<file path="config.mk">
export PLATFORM = sky130hd
export DESIGN_NAME = hazard_unit_flat
export DESIGN_NICKNAME = d
export VERILOG_FILES = /design/src/rtl/hazard_unit_if.sv /design/src/rtl/hazard_unit.sv /design/src/flat_wrapper.sv
export SDC_FILE = /design/constraint.sdc
export NUM_CORES = 1
export LEC_CHECK = 0
export ABC_AREA = 1
export CAP_MARGIN = 15
export CORE_MARGIN = 2
export CORE_UTILIZATION = 44
export CTS_CLUSTER_SIZE = 16
export DETAILED_ROUTE_END_ITERATION = 6
export GPL_ROUTABILITY_DRIVEN = 1
export PLACE_DENSITY_LB_ADDON = 0.12
export SYNTH_ARGS = -nofsm -noshare
export SYNTH_HDL_FRONTEND = slang
export SYNTH_SLANG_ARGS = --single-unit
</file>
<file path="constraint.sdc">
create_clock -name clk -period 1.7 [get_ports clk]
set_input_delay 0.34 -clock clk [delete_from_list [all_inputs] [get_ports clk]]
set_output_delay 0.34 -clock clk [all_outputs]
set_load 0.03 [all_outputs]
</file>
<file path="src/rtl/hazard_unit_if.sv">
// Decode-stage hazard bus: decode instruction fields in, pipeline control and
// forwarding selects out. The pipeline drives as master, hazard_unit is the slave.
interface hazard_unit_if;
  logic        validD;
  logic [3:0]  srcAddD1;
  logic [3:0]  srcAddD2;
  logic        srcUseD1;
  logic        srcUseD2;
  logic [3:0]  destAddD;
  logic        RegWriteC;
  logic        MemToRegC;
  logic        branchTakenE;
  logic        stallF;
  logic        stallD;
  logic        flushD;
  logic        flushC;
  logic [1:0]  fwdSelE1;
  logic [1:0]  fwdSelE2;
  logic [15:0] stallCount;

  modport master (
    output validD, srcAddD1, srcAddD2, srcUseD1, srcUseD2, destAddD,
           RegWriteC, MemToRegC, branchTakenE,
    input  stallF, stallD, flushD, flushC, fwdSelE1, fwdSelE2, stallCount
  );

  modport slave (
    input  validD, srcAddD1, srcAddD2, srcUseD1, srcUseD2, destAddD,
           RegWriteC, MemToRegC, branchTakenE,
    output stallF, stallD, flushD, flushC, fwdSelE1, fwdSelE2, stallCount
  );
endinterface

</file>
<file path="src/rtl/hazard_unit.sv">
// Pipeline hazard controller: E/M/W in-flight scoreboard, load-use stall,
// branch flush, registered forwarding selects and a saturating stall counter.
module hazard_unit #(
  parameter int LOAD_LAT      = 1,
  parameter bit ZERO_REG_HARD = 1'b1
) (
  input logic          clk,
  input logic          reset,
  hazard_unit_if.slave hz
);

  typedef struct packed {
    logic       v;
    logic       rw;
    logic       m2r;
    logic [3:0] dst;
  } slot_t;

  // A load stays hazardous while it sits in any slot inside the load window.
  localparam bit WIN_M = (LOAD_LAT >= 2);
  localparam bit WIN_W = (LOAD_LAT >= 3);

  slot_t       slotE, slotM, slotW;
  logic [1:0]  fwdSel1, fwdSel2;
  logic [15:0] stallCnt;

  logic hitE1, hitE2, hitM1, hitM2, hitW1, hitW2;
  logic lu, stall, issue;

  function automatic logic srcMatch(input slot_t s, input logic [3:0] addr,
                                    input logic used);
    return s.v && s.rw && (s.dst == addr) && used &&
           !(ZERO_REG_HARD && (addr == 4'd0));
  endfunction

  // Nearest producer wins; a load still in E cannot forward its ALU result.
  function automatic logic [1:0] pickFwd(input logic hitE, input logic eIsLoad,
                                         input logic hitM);
    if (hitE && !eIsLoad) return 2'b01;
    if (hitM)             return 2'b10;
    return 2'b00;
  endfunction

  assign hitE1 = srcMatch(slotE, hz.srcAddD1, hz.srcUseD1);
  assign hitE2 = srcMatch(slotE, hz.srcAddD2, hz.srcUseD2);
  assign hitM1 = srcMatch(slotM, hz.srcAddD1, hz.srcUseD1);
  assign hitM2 = srcMatch(slotM, hz.srcAddD2, hz.srcUseD2);
  assign hitW1 = srcMatch(slotW, hz.srcAddD1, hz.srcUseD1);
  assign hitW2 = srcMatch(slotW, hz.srcAddD2, hz.srcUseD2);

  assign lu = (slotE.m2r && (hitE1 || hitE2))
           || (WIN_M && slotM.m2r && (hitM1 || hitM2))
           || (WIN_W && slotW.m2r && (hitW1 || hitW2));

  // A taken branch squashes the decode instruction, so it never stalls.
  assign stall = hz.validD && lu && !hz.branchTakenE;
  assign issue = hz.validD && !stall && !hz.branchTakenE;

  always_ff @(posedge clk) begin
    if (!reset) begin
      // NOTE: whole slots are cleared, not just v, so no X ever reaches the comparators.
      slotE    <= '0;
      slotM    <= '0;
      slotW    <= '0;
      fwdSel1  <= 2'b00;
      fwdSel2  <= 2'b00;
      stallCnt <= '0;
    end else begin
      slotW <= slotM;
      slotM <= slotE;
      if (issue) begin
        slotE   <= '{v: 1'b1, rw: hz.RegWriteC, m2r: hz.MemToRegC, dst: hz.destAddD};
        fwdSel1 <= pickFwd(hitE1, slotE.m2r, hitM1);
        fwdSel2 <= pickFwd(hitE2, slotE.m2r, hitM2);
      end else begin
        slotE   <= '0;
        fwdSel1 <= 2'b00;
        fwdSel2 <= 2'b00;
      end
      if (stall && (stallCnt != 16'hFFFF)) stallCnt <= stallCnt + 16'd1;
    end
  end

  assign hz.stallF     = stall;
  assign hz.stallD     = stall;
  assign hz.flushC     = stall || hz.branchTakenE;
  assign hz.flushD     = hz.branchTakenE;
  assign hz.fwdSelE1   = fwdSel1;
  assign hz.fwdSelE2   = fwdSel2;
  assign hz.stallCount = stallCnt;

endmodule

</file>
<file path="src/flat_wrapper.sv">
// flat-port wrapper written by rule: the top's interface ports become plain ports
module hazard_unit_flat 
#(
  parameter int LOAD_LAT      = 1,
  parameter bit ZERO_REG_HARD = 1'b1
)
  (clk, reset, hz_validD, hz_srcAddD1, hz_srcAddD2, hz_srcUseD1, hz_srcUseD2, hz_destAddD, hz_RegWriteC, hz_MemToRegC, hz_branchTakenE, hz_stallF, hz_stallD, hz_flushD, hz_flushC, hz_fwdSelE1, hz_fwdSelE2, hz_stallCount);
  hazard_unit_if hz_i ();
  input logic clk;
  input logic reset;
  input wire logic [$bits(hz_i.validD)-1:0] hz_validD;
  input wire logic [$bits(hz_i.srcAddD1)-1:0] hz_srcAddD1;
  input wire logic [$bits(hz_i.srcAddD2)-1:0] hz_srcAddD2;
  input wire logic [$bits(hz_i.srcUseD1)-1:0] hz_srcUseD1;
  input wire logic [$bits(hz_i.srcUseD2)-1:0] hz_srcUseD2;
  input wire logic [$bits(hz_i.destAddD)-1:0] hz_destAddD;
  input wire logic [$bits(hz_i.RegWriteC)-1:0] hz_RegWriteC;
  input wire logic [$bits(hz_i.MemToRegC)-1:0] hz_MemToRegC;
  input wire logic [$bits(hz_i.branchTakenE)-1:0] hz_branchTakenE;
  output wire logic [$bits(hz_i.stallF)-1:0] hz_stallF;
  output wire logic [$bits(hz_i.stallD)-1:0] hz_stallD;
  output wire logic [$bits(hz_i.flushD)-1:0] hz_flushD;
  output wire logic [$bits(hz_i.flushC)-1:0] hz_flushC;
  output wire logic [$bits(hz_i.fwdSelE1)-1:0] hz_fwdSelE1;
  output wire logic [$bits(hz_i.fwdSelE2)-1:0] hz_fwdSelE2;
  output wire logic [$bits(hz_i.stallCount)-1:0] hz_stallCount;
  assign hz_i.validD = hz_validD;
  assign hz_i.srcAddD1 = hz_srcAddD1;
  assign hz_i.srcAddD2 = hz_srcAddD2;
  assign hz_i.srcUseD1 = hz_srcUseD1;
  assign hz_i.srcUseD2 = hz_srcUseD2;
  assign hz_i.destAddD = hz_destAddD;
  assign hz_i.RegWriteC = hz_RegWriteC;
  assign hz_i.MemToRegC = hz_MemToRegC;
  assign hz_i.branchTakenE = hz_branchTakenE;
  assign hz_stallF = hz_i.stallF;
  assign hz_stallD = hz_i.stallD;
  assign hz_flushD = hz_i.flushD;
  assign hz_flushC = hz_i.flushC;
  assign hz_fwdSelE1 = hz_i.fwdSelE1;
  assign hz_fwdSelE2 = hz_i.fwdSelE2;
  assign hz_stallCount = hz_i.stallCount;
  hazard_unit #(.LOAD_LAT(LOAD_LAT), .ZERO_REG_HARD(ZERO_REG_HARD)) u_core (.clk(clk), .reset(reset), .hz(hz_i));
endmodule
</file>
==> impl_metrics.yaml <==
synth:
  syn_area_mm2: 0.00179
  yosysTopAreaCell: "dfxtp_1"
  async_flop_share: 0
  synth_top_family_by_area: "simple AND/OR/NAND/NOR gates"
  synth_top_area_frac: 0.370
  synthAdderAreaFrac: 0.00700
  synth_seq_cells: 33
  synth.area.top_cells: "dfxtp_1, nand2_1, inv_1, nor2_1, nand3_1"
  syn_inst: 259
  syn-num-nets: 280
  synth_compound_gate_area_share: 0.0546
  synth_flop_cell: "dfxtp_1"
  synth_edf_count: 0
  yosysSeqAreaShare: 0.370
  synth.mux.area_fraction: 0
  ys_types: 29
  synthXorXnorAreaFrac: 0.0392
  ys_warn_count: 0
  synth-simple-area-share: 0.395
  syn_area_per_cell_um2: 6.90
grt:
  groute.usage.overall: 0.179
  grt_pass1_vias: 1419
  grt_overflow: 0
  grt_max_degree: 17
  antenna_found_initial: 0
  grt_pass1_wl_mm: 6.16
final_layout:
  nets: 344
  drive_above_1_share: 0.272
  syn2layout_area_growth_pct: 46.4
  stdcell_count: 374
  num_antenna_cells: 0
  final_util: 0.663
critical_path:
  crit_slowest_cell: "dfxtp_4"
  critical_path_class: "flip-flop to output pin"
  critPathBufInv: 3
  critical_path.top_delay_family: "simple AND/OR/NAND/NOR gates"
  crit_path_cell_trace: "inv_1, nand2_1, nand2_1, nor2_4, nand3_2, nand2_4, nand3_4, inv_4, buf_6"
  critPathMaxStageDelay_ns: 0.37
  crit_path_start_kind: "flip-flop"
  end_kind: "output pin"
  cpMostUsedCell: "nand2_1"
  crit_arrival_ns: 1.40
  worstPathMaxFanout: 4
  r2r_cells: 13
  required_ns: 1.36
  cp_num_cells: 9
placed_design:
  hpwl_mm: 2.86
  dp_cells: 361
  numPortBuffers: 43
  gp_congestion: 0.807
worst_hold_path:
  holdPathStages: 2
  hold_class: "flip-flop to flip-flop"
sta:
  hold_viol_final: 0
  worst_pin_slew_ns: 0.318
  setup_ws_ns: -0.0395
  slew-limit-headroom: 0.788
  rsz0062_at_grt: "true"
  fin_crit_sh: 1.02
  finClkSkew_ns: 0.00390
  setup_viol: 3
  finalCriticalPeriod_ns: 1.74
  drv_slew: 0
  clock.fmax_mhz: 575
drt:
  initialDrtViolationCount: 100
  wl_mm: 3.92
  drc: 0
  ant_nets: 0
  vias: 1702
  viasPerCell: 4.55
  wl_per_cell_um: 10.5
  drt-pass1-iter-count: 4
pwr:
  p_leak_nw: 1.34
  p_per_area_mw_per_mm2: 604
  max-vdd-ir-drop_mv: 0.434
floorplanning:
  pin_count: 44
  coreArea_mm2: 0.00394
  die_area_mm2: 0.00459
  die_y_um: 67.7
  die_w_um: 67.7
  start_util: 0.453
  fp-row-count: 23
clock_tree:
  h-tree-depth: 2
  cts_root_buf: "clkbuf_8"
  clock-sinks: 33
  ctsHoldBuffers: 0
  clk_latency_ns: 0.28
  clkTransAtPathRegs_ns: 0.07
  clock_path_buffers: 2
  cts_tree: "done"
  cts-buffers-inserted: 5
outcome:
  status: "complete, but fails checks"
  violations: "setup timing"
flow_run:
  drv_cap: 0
-- timing repair --
item | in CTS | in global routing
pin swaps | 7 | 6
cloned | 0 | 2
setup endpoints to repair | 28 | 21
buffers inserted | 3 | 0
resized for setup | 37 | 23
-- flip-flops by register name, indices dropped and copies added (netlist names) --
| signal | flops |
|---|---|
| u_core.slotE | 7 |
| u_core.hz.fwdSelE1 | 2 |
| u_core.hz.fwdSelE2 | 2 |
| u_core.slotM | 6 |
| u_core.hz.stallCount | 16 |
-- report_power, final --
part | total [W] | switching [W] | leakage (nW) | internal [W]
Clock | 0.000648 | 0.000282 | 0.0542 | 0.000366
Combinational | 0.000151 | 0.0000742 | 1.01 | 0.0000768
Sequential | 0.000781 | 0.00000674 | 0.272 | 0.000774
Total | 0.00158 | 0.000363 | 1.34 | 0.00122
-- layer usage --
| metal | wire length (µm) | track usage | vias up |
|---|---|---|---|
| met5 | 0 | 0 | - |
| met4 | 42 | 0.0561 | 0 |
| met3 | 187 | 0.0300 | 4 |
| met2 | 1710 | 0.266 | 36 |
| met1 | 1980 | 0.262 | 746 |
| li1 | - | - | 916 |
-- worst reg2reg max path, stage by stage, from the launching register on --
cell,delay [ns]
dfxtp_4,0.37
inv_1,0.04
nand2_1,0.05
nand2_1,0.08
nor2_4,0.12
nand3_2,0.10
nand2_4,0.09
nand3_4,0.08
buf_4,0.17
nor2_8,0.16
buf_12,0.14
nand3_1,0.07
nand2_1,0.07
nor2_1,0.03
-- stage by stage --
stage / power, W / setup TNS (ns) / instance area, µm² / hold WS [ns] / setup WS [ns]
after global routing: 0.00165 / -1.39 / 2620 / 0.457 / -0.135
after floorplan: 0.000869 / 0 / 1800 / 0.407 / 0.00864
after CTS: 0.00160 / -0.209 / 2500 / 0.441 / -0.0751
after global placement: 0.000951 / -7.51 / 2370 / 0.411 / -0.357
final: 0.00158 / -0.106 / 2620 / 0.440 / -0.0395
after detailed placement: 0.000953 / -8.02 / 2370 / 0.421 / -0.365
-- final timing paths --
| path | start | endpoint | slack [ns] |
|---|---|---|---|
| worst max register to register | u_core.slotE[0] | u_core.hz.stallCount[10] | 0.02 |
| worst max-delay path | u_core.slotE[0] | hz_stallD | -0.04 |
| worst min-delay path | u_core.slotE[5] | u_core.slotM[5] | 0.44 |
| worst min register to register | u_core.slotE[5] | u_core.slotM[5] | 0.44 |
-- cells in the final DEF (no fill, tap or decap), types with 8 or more instances in the layout --
| cell | n |
|---|---|
| dlygate4sd2_1 | 21 |
| a21oi_2 | 8 |
| dfxtp_1 | 24 |
| nand2_1 | 59 |
| nand2_2 | 10 |
| nor2_1 | 35 |
| buf_4 | 17 |
| nand3_1 | 17 |
| inv_1 | 38 |
| clkdlybuf4s50_1 | 15 |
-- Yosys cell counts, types with 2 or more instances --
cell / instances
or2_2: 2
a21oi_2: 6
xor2_1: 6
nand4_1: 7
nand3_2: 2
nand3_1: 18
nor2_2: 5
buf_4: 2
nand2_2: 3
nor2_1: 39
xnor2_1: 2
a21oi_1: 8
inv_2: 4
inv_1: 41
nand2_1: 66
buf_2: 2
dfxtp_1: 33
nor4_1: 2
-- final cells by class --
cell class                      instances  area [µm²]
Fill cell                             355        1330
Multi-Input combinational cell        174         952
Sequential cell                        33         684
Timing Repair Buffer                   64         643
Inverter                               45         171
Clock buffer                            7        96.3
Tap cell                               50        62.6
Clock inverter                          1        5.00
-- kinds of logic after synthesis --
family / Yosys count
flip-flops: 33
buffers and inverters: 52
AND/OR/NAND/NOR: 150
adder cells (fa/ha/maj): 1
XOR/XNOR: 8
AO/OA/AOI/OAI: 15
(Power assumes the default switching activity.)
